===== config.mk =====
export PLATFORM = sky130hd
export DESIGN_NAME = io_port_bank
export DESIGN_NICKNAME = d
export VERILOG_FILES = /design/src/rtl/io_port_bank_pkg.sv /design/src/rtl/io_port_bank_fifo.sv /design/src/rtl/io_port_bank.sv
export SDC_FILE = /design/constraint.sdc
export NUM_CORES = 1
export LEC_CHECK = 0
export CORE_MARGIN = 2
export CORE_UTILIZATION = 45
export CTS_BUF_LIST = sky130_fd_sc_hd__clkbuf_8
export CTS_CLUSTER_SIZE = 8
export DETAILED_ROUTE_END_ITERATION = 7
export PLACE_DENSITY_LB_ADDON = 0.08
export SETUP_SLACK_MARGIN = 0.5
export SLEW_MARGIN = 20
export SYNTH_ARGS = -nofsm -noshare
export SYNTH_HDL_FRONTEND = slang
export SYNTH_SLANG_ARGS = --single-unit

===== constraint.sdc =====
create_clock -name clk -period 4.41 [get_ports clk]
set_clock_uncertainty 0.05 [all_clocks]
set_input_delay 0.882 -clock clk [delete_from_list [all_inputs] [get_ports clk]]
set_output_delay 0.882 -clock clk [all_outputs]
set_load 0.02 [all_outputs]

===== src/rtl/io_port_bank_pkg.sv =====
// Shared defaults and helpers for the processor I/O port bank.
package io_port_bank_pkg;

    localparam int NUIOIN_DEF = 4;   // input ports
    localparam int NUIOOU_DEF = 4;   // output ports
    localparam int NBIN_DEF   = 19;  // io_in word width
    localparam int NBOUT_DEF  = 28;  // io_out word width
    localparam int FDEPTH_DEF = 4;   // entries per FIFO

    // Index of the lowest set bit in a strobe vector, -1 when none is set.
    // Both strobe decoders use it so multi-hot strobes resolve identically.
    function automatic int lowest_idx(input logic [31:0] v);
        int idx;
        idx = -1;
        for (int i = 31; i >= 0; i--) begin
            if (v[i]) idx = i;
        end
        return idx;
    endfunction

endpackage


===== src/rtl/io_port_bank_fifo.sv =====
// Show-ahead synchronous FIFO; the head word is visible on dout while not empty.
module io_fifo
    import io_port_bank_pkg::*;
#(
    parameter int W     = NBIN_DEF,
    parameter int DEPTH = FDEPTH_DEF
) (
    input  logic         clk,
    input  logic         rst,
    input  logic         push,
    input  logic [W-1:0] din,
    input  logic         pop,
    output logic [W-1:0] dout,
    output logic         full,
    output logic         empty
);

    localparam int AW = $clog2(DEPTH);
    localparam int CW = AW + 1;

    logic [W-1:0]  mem_q [DEPTH];
    logic [AW-1:0] wr_ptr_q, wr_ptr_d;
    logic [AW-1:0] rd_ptr_q, rd_ptr_d;
    logic [CW-1:0] count_q, count_d;
    logic          do_push, do_pop;

    // Accept/advance decisions; a full FIFO still accepts when it pops in the same cycle.
    always_comb begin
        // NOTE: every always_comb output gets a default first so no path infers a latch.
        empty    = (count_q == '0);
        full     = (count_q == CW'(DEPTH));
        do_pop   = pop && !empty;
        do_push  = push && (!full || do_pop);
        wr_ptr_d = wr_ptr_q + AW'(do_push);
        rd_ptr_d = rd_ptr_q + AW'(do_pop);
        count_d  = count_q + CW'(do_push) - CW'(do_pop);
        dout     = empty ? '0 : mem_q[rd_ptr_q];
    end

    // Pointer and occupancy registers; power-of-two depth makes pointers wrap naturally.
    always_ff @(posedge clk or posedge rst) begin
        // NOTE: sequential state uses non-blocking assignments so all flops update together.
        if (rst) begin
            wr_ptr_q <= '0;
            rd_ptr_q <= '0;
            count_q  <= '0;
        end else begin
            wr_ptr_q <= wr_ptr_d;
            rd_ptr_q <= rd_ptr_d;
            count_q  <= count_d;
        end
    end

    // Word storage.
    always_ff @(posedge clk) begin
        // NOTE: storage is not reset; dout is forced to zero while empty, so stale words never leak.
        if (do_push) mem_q[wr_ptr_q] <= din;
    end

endmodule


===== src/rtl/io_port_bank.sv =====
// Host-side responder for processor I/O strobes: input FIFOs feed io_in, output FIFOs capture io_out.
module io_port_bank
    import io_port_bank_pkg::*;
#(
    parameter int NUIOIN = NUIOIN_DEF,
    parameter int NUIOOU = NUIOOU_DEF,
    parameter int NBIN   = NBIN_DEF,
    parameter int NBOUT  = NBOUT_DEF,
    parameter int FDEPTH = FDEPTH_DEF
) (
    input  logic                     clk,
    input  logic                     rst,
    input  logic [NUIOIN*NBIN-1:0]   src_data,
    input  logic [NUIOIN-1:0]        src_valid,
    output logic [NUIOIN-1:0]        src_ready,
    input  logic [NUIOIN-1:0]        req_in,
    output logic [NBIN-1:0]          io_in,
    input  logic [NUIOOU-1:0]        out_en,
    input  logic [NBOUT-1:0]         io_out,
    output logic [NUIOOU*NBOUT-1:0]  snk_data,
    output logic [NUIOOU-1:0]        snk_valid,
    input  logic [NUIOOU-1:0]        snk_ready,
    output logic [NUIOIN-1:0]        underflow,
    output logic [NUIOOU-1:0]        overflow
);

    logic [NUIOIN-1:0] in_full, in_empty, in_push, in_pop, rd_sel;
    logic [NUIOOU-1:0] out_full, out_empty, out_push, out_pop, wr_sel;
    logic [NBIN-1:0]   in_head [NUIOIN];
    logic [NUIOIN-1:0] underflow_q, underflow_d;
    logic [NUIOOU-1:0] overflow_q, overflow_d;

    for (genvar k = 0; k < NUIOIN; k++) begin : g_in
        io_fifo #(.W(NBIN), .DEPTH(FDEPTH)) u_fifo (
            .clk   (clk),
            .rst   (rst),
            .push  (in_push[k]),
            .din   (src_data[k*NBIN +: NBIN]),
            .pop   (in_pop[k]),
            .dout  (in_head[k]),
            .full  (in_full[k]),
            .empty (in_empty[k])
        );
    end

    for (genvar k = 0; k < NUIOOU; k++) begin : g_out
        io_fifo #(.W(NBOUT), .DEPTH(FDEPTH)) u_fifo (
            .clk   (clk),
            .rst   (rst),
            .push  (out_push[k]),
            .din   (io_out),
            .pop   (out_pop[k]),
            .dout  (snk_data[k*NBOUT +: NBOUT]),
            .full  (out_full[k]),
            .empty (out_empty[k])
        );
    end

    // Strobe priority, zero-latency read mux, FIFO handshakes and sticky flag updates.
    always_comb begin
        int rd_idx;
        int wr_idx;
        rd_idx = lowest_idx(32'(req_in));
        wr_idx = lowest_idx(32'(out_en));
        rd_sel = '0;
        wr_sel = '0;
        io_in  = '0;
        for (int k = 0; k < NUIOIN; k++) rd_sel[k] = (rd_idx == k);
        for (int k = 0; k < NUIOOU; k++) wr_sel[k] = (wr_idx == k);
        // An empty FIFO presents a zero head, so an empty strobe reads 0 without bypass.
        for (int k = 0; k < NUIOIN; k++) begin
            if (rd_sel[k]) io_in = in_head[k];
        end
        in_push     = src_valid & ~in_full;
        in_pop      = rd_sel & ~in_empty;
        out_push    = wr_sel;
        out_pop     = snk_ready & ~out_empty;
        underflow_d = underflow_q | (rd_sel & in_empty);
        overflow_d  = overflow_q | (wr_sel & out_full & ~snk_ready);
    end

    // Sticky error flags, cleared only by reset.
    always_ff @(posedge clk or posedge rst) begin
        if (rst) begin
            underflow_q <= '0;
            overflow_q  <= '0;
        end else begin
            underflow_q <= underflow_d;
            overflow_q  <= overflow_d;
        end
    end

    assign src_ready = ~in_full;
    assign snk_valid = ~out_empty;
    assign underflow = underflow_q;
    assign overflow  = overflow_q;

endmodule

==> impl_metrics.ini, run 1 <==
[placed_design]
post-dp-hpwl_um = 47900
pre_cts_ws_ps = 398
place.gp.congestion = 0.851
port-buffer-count = 268
postPlaceCellArea_mm2 = 0.0356

[setup_path]
cp.arrival_ps = 2880
ff2ff_setup_slack_ps = 1670
critical_path_class = reg2out
worst_setup_path_end_kind = primary output
critical_path.max_fanout = 10
critical_path.startpoint_type = flop
critical_path_required_ps = 3480

[status]
outcome = finished, final reports clean

[routing]
wl_per_cell_um = 26.5
drt-total-wl_um = 76200
route.detailed.vias_per_inst = 5.44
drt_first_iter_violations = 1248
via_count = 15700
drt_pre_antenna_iters = 5
drt.antenna.violating_nets = 0
drc = 0

[sta]
timing.final.max_slew_violations = 0
worstMarginPinSlew_ps = 1030
worst_setup_slack_after_layout_ps = 597
min_period_ps = 3810
hold_viol = 0
unrepaired_setup_endpoints_after_global_routing = no
worst_hold_slack_ps = 409
setup-violations-final = 0
max-slew-margin-rel = 0.316
timing.setup.tns_ps = 0
maxClockFrequency_mhz = 262
min_period_over_period = 0.865

[cells_and_area]
drive_gt1_frac = 0.243
number_of_nets_in_the_layout = 1997
post-route-cell-area_mm2 = 0.0382
final_cell_mix = sky130_fd_sc_hd__edfxtp_1, sky130_fd_sc_hd__clkdlybuf4s50_1, sky130_fd_sc_hd__mux4_2
areaGrowthSynthToFinish_pct = 21.4
most_common_cell_after_layout_fill_and_taps_aside = sky130_fd_sc_hd__edfxtp_1

[cts]
cts.reportedPaths.clkPinSlew_ps = 60
cts_root_buffer = sky130_fd_sc_hd__clkbuf_8
clock_tree_from_tritoncts = done
tritoncts_num_sinks = 816
clkLatencyLatePin_ps = 760
cts_inserted_buffers = 139
cts-htree-levels = 4
cts_buffer_depth = 3

[floorplan]
initial_core_util = 0.457
floorplan.core_area_mm2 = 0.0688
pin_count = 269
core.rowCount = 96
chipWidth_um = 268
dieHeight_um = 268
die_area_mm2 = 0.0720

[flow_run]
maxCapViolations = 0

[global_route]
grt_first_pass_wirelength_um = 110000
grt_antenna_before_repair = 10
grt_pass1_vias = 16200
track_usage = 0.217
gr-total-overflow = 0
grt_start_max_net_pins = 31

[logic_synthesis]
synth_sequential_area_ratio = 0.769
yosys.area.top_type_share = 0.718
synth-warning-count = 0
synthTopCellsByArea = sky130_fd_sc_hd__edfxtp_1, sky130_fd_sc_hd__mux4_2, sky130_fd_sc_hd__dfrtp_1, sky130_fd_sc_hd__nor2b_1, sky130_fd_sc_hd__mux4_1
yosys.area.top_type = sky130_fd_sc_hd__edfxtp_1
synth.lib_cells_used.distinct = 35
netlist_instances = 1418
synthesis.area_per_instance_um2 = 22.2
post_synthesis_instance_area_mm2 = 0.0314
mappedNetlistNets = 1578
synth.ff_latch_count = 816

[pwr]
total_leakage_power_nw = 13.1
fin_total_pwr_w = 0.0261
pwr_density_cell_mw_per_mm2 = 685
vdd_ir_drop_max_uv = 434

[worst_hold_path]
hp-class = reg2reg
-- where the power goes --
group | switching [W] | internal (W)
clock network | 0.00297 | 0.00302
logic | 0.00528 | 0.00444
registers | 0.000585 | 0.00985
total | 0.00883 | 0.0173
-- critical path: stages (launching register included) --
cell and delay (ps):
sky130_fd_sc_hd__dfrtp_2 380, sky130_fd_sc_hd__buf_4 150, sky130_fd_sc_hd__buf_16 150, sky130_fd_sc_hd__mux4_2 570, sky130_fd_sc_hd__a32o_1 300, sky130_fd_sc_hd__a221o_1 280, sky130_fd_sc_hd__clkdlybuf4s15_1 290
-- timing repair --
action                                  CTS  global route
gates resized for setup                  57            27
setup buffers                             6             2
hold buffers                              0             0
endpoints found under the setup margin   84            19
gates cloned                              1             0
pin swaps                                 1             0
-- state kept, by name, summed over array words and instances (netlist names) --
name,count
g_in.u_fifo.count_q,12
g_in.u_fifo.mem_q,304
g_in.u_fifo.rd_ptr_q,8
g_in.u_fifo.wr_ptr_q,8
g_out.u_fifo.count_q,12
g_out.u_fifo.mem_q,448
g_out.u_fifo.rd_ptr_q,8
g_out.u_fifo.wr_ptr_q,8
overflow,4
underflow,4
-- worst paths after layout --
kind | startpoint | endpoint | cells past startpoint
worst max-delay path | g_in[1].u_fifo.rd_ptr_q[0] | io_in[4] | 6
worst min-delay path | overflow[0] | overflow[0] | 1
worst max register to register | g_out[1].u_fifo.count_q[2] | g_out[1].u_fifo.mem_q[2][22] | 5
worst min register to register | overflow[0] | overflow[0] | 1
max in group asynchronous | rst | g_out[0].u_fifo.rd_ptr_q[0] | 3
min in group asynchronous | rst | g_in[1].u_fifo.wr_ptr_q[0] | 2
-- routing by layer --
metal / wire length, µm / track usage / vias up
met1: 33800 / 0.317 / 8350
met3: 5140 / 0.0483 / 121
li1: - / - / 6668
met2: 35700 / 0.326 / 532
met4: 1540 / 0.0729 / 10
met5: 67 / 0 / -
-- metrics by stage --
step,std cells,util
floorplan,1418,-
global placement,2618,0.518
detailed placement,2618,0.518
CTS,2874,0.554
global route,2880,0.555
finish,2880,0.555
-- cells by family after synthesis --
group           synth area share
flops                      0.769
mux                        0.138
simple gates              0.0376
buf+inv                   0.0147
compound gates            0.0143
fa+ha+maj                 0.0170
xor+xnor                 0.00919
-- final cells by class --
cell class / instances / area, µm²
Inverter: 44 / 166
Multi-Input combinational cell: 496 / 6860
Clock inverter: 106 / 473
Clock buffer: 143 / 1970
Fill cell: 5324 / 30700
Timing Repair Buffer: 340 / 3330
Tap cell: 931 / 1160
Antenna cell: 4 / 10.0
Sequential cell: 816 / 24200
-- cell usage after synthesis --
cell,instances
sky130_fd_sc_hd__edfxtp_1,752
sky130_fd_sc_hd__or3b_2,4
sky130_fd_sc_hd__and3_1,8
sky130_fd_sc_hd__o21bai_1,1
sky130_fd_sc_hd__o31a_1,1
sky130_fd_sc_hd__buf_2,17
sky130_fd_sc_hd__nand3_1,6
sky130_fd_sc_hd__buf_4,1
sky130_fd_sc_hd__nor3_1,12
sky130_fd_sc_hd__buf_6,3
sky130_fd_sc_hd__nand2_1,4
sky130_fd_sc_hd__mux2i_1,1
sky130_fd_sc_hd__mux4_2,163
sky130_fd_sc_hd__nor3b_1,15
sky130_fd_sc_hd__inv_1,44
sky130_fd_sc_hd__nor2b_1,117
sky130_fd_sc_hd__xor2_1,15
sky130_fd_sc_hd__a221o_1,19
sky130_fd_sc_hd__buf_12,1
sky130_fd_sc_hd__ha_1,30
sky130_fd_sc_hd__clkbuf_1,40
sky130_fd_sc_hd__fa_1,8
sky130_fd_sc_hd__nand3b_1,1
sky130_fd_sc_hd__nor4b_1,5
sky130_fd_sc_hd__nor2_1,6
sky130_fd_sc_hd__and2_1,5
sky130_fd_sc_hd__a32o_1,19
sky130_fd_sc_hd__or4b_2,1
sky130_fd_sc_hd__xnor2_1,18
sky130_fd_sc_hd__a21o_1,6
sky130_fd_sc_hd__mux4_1,25
sky130_fd_sc_hd__a31o_2,1
sky130_fd_sc_hd__or3_1,3
sky130_fd_sc_hd__nand2b_1,2
sky130_fd_sc_hd__dfrtp_1,64
Power figures use the tool's default switching activity.
==> run 2: changes to the inputs <==
Settings changed: CAP_MARGIN from default to 20.
==> results of run 2 <==
The final DEF is identical to that of run 1; final timing and power are the same.
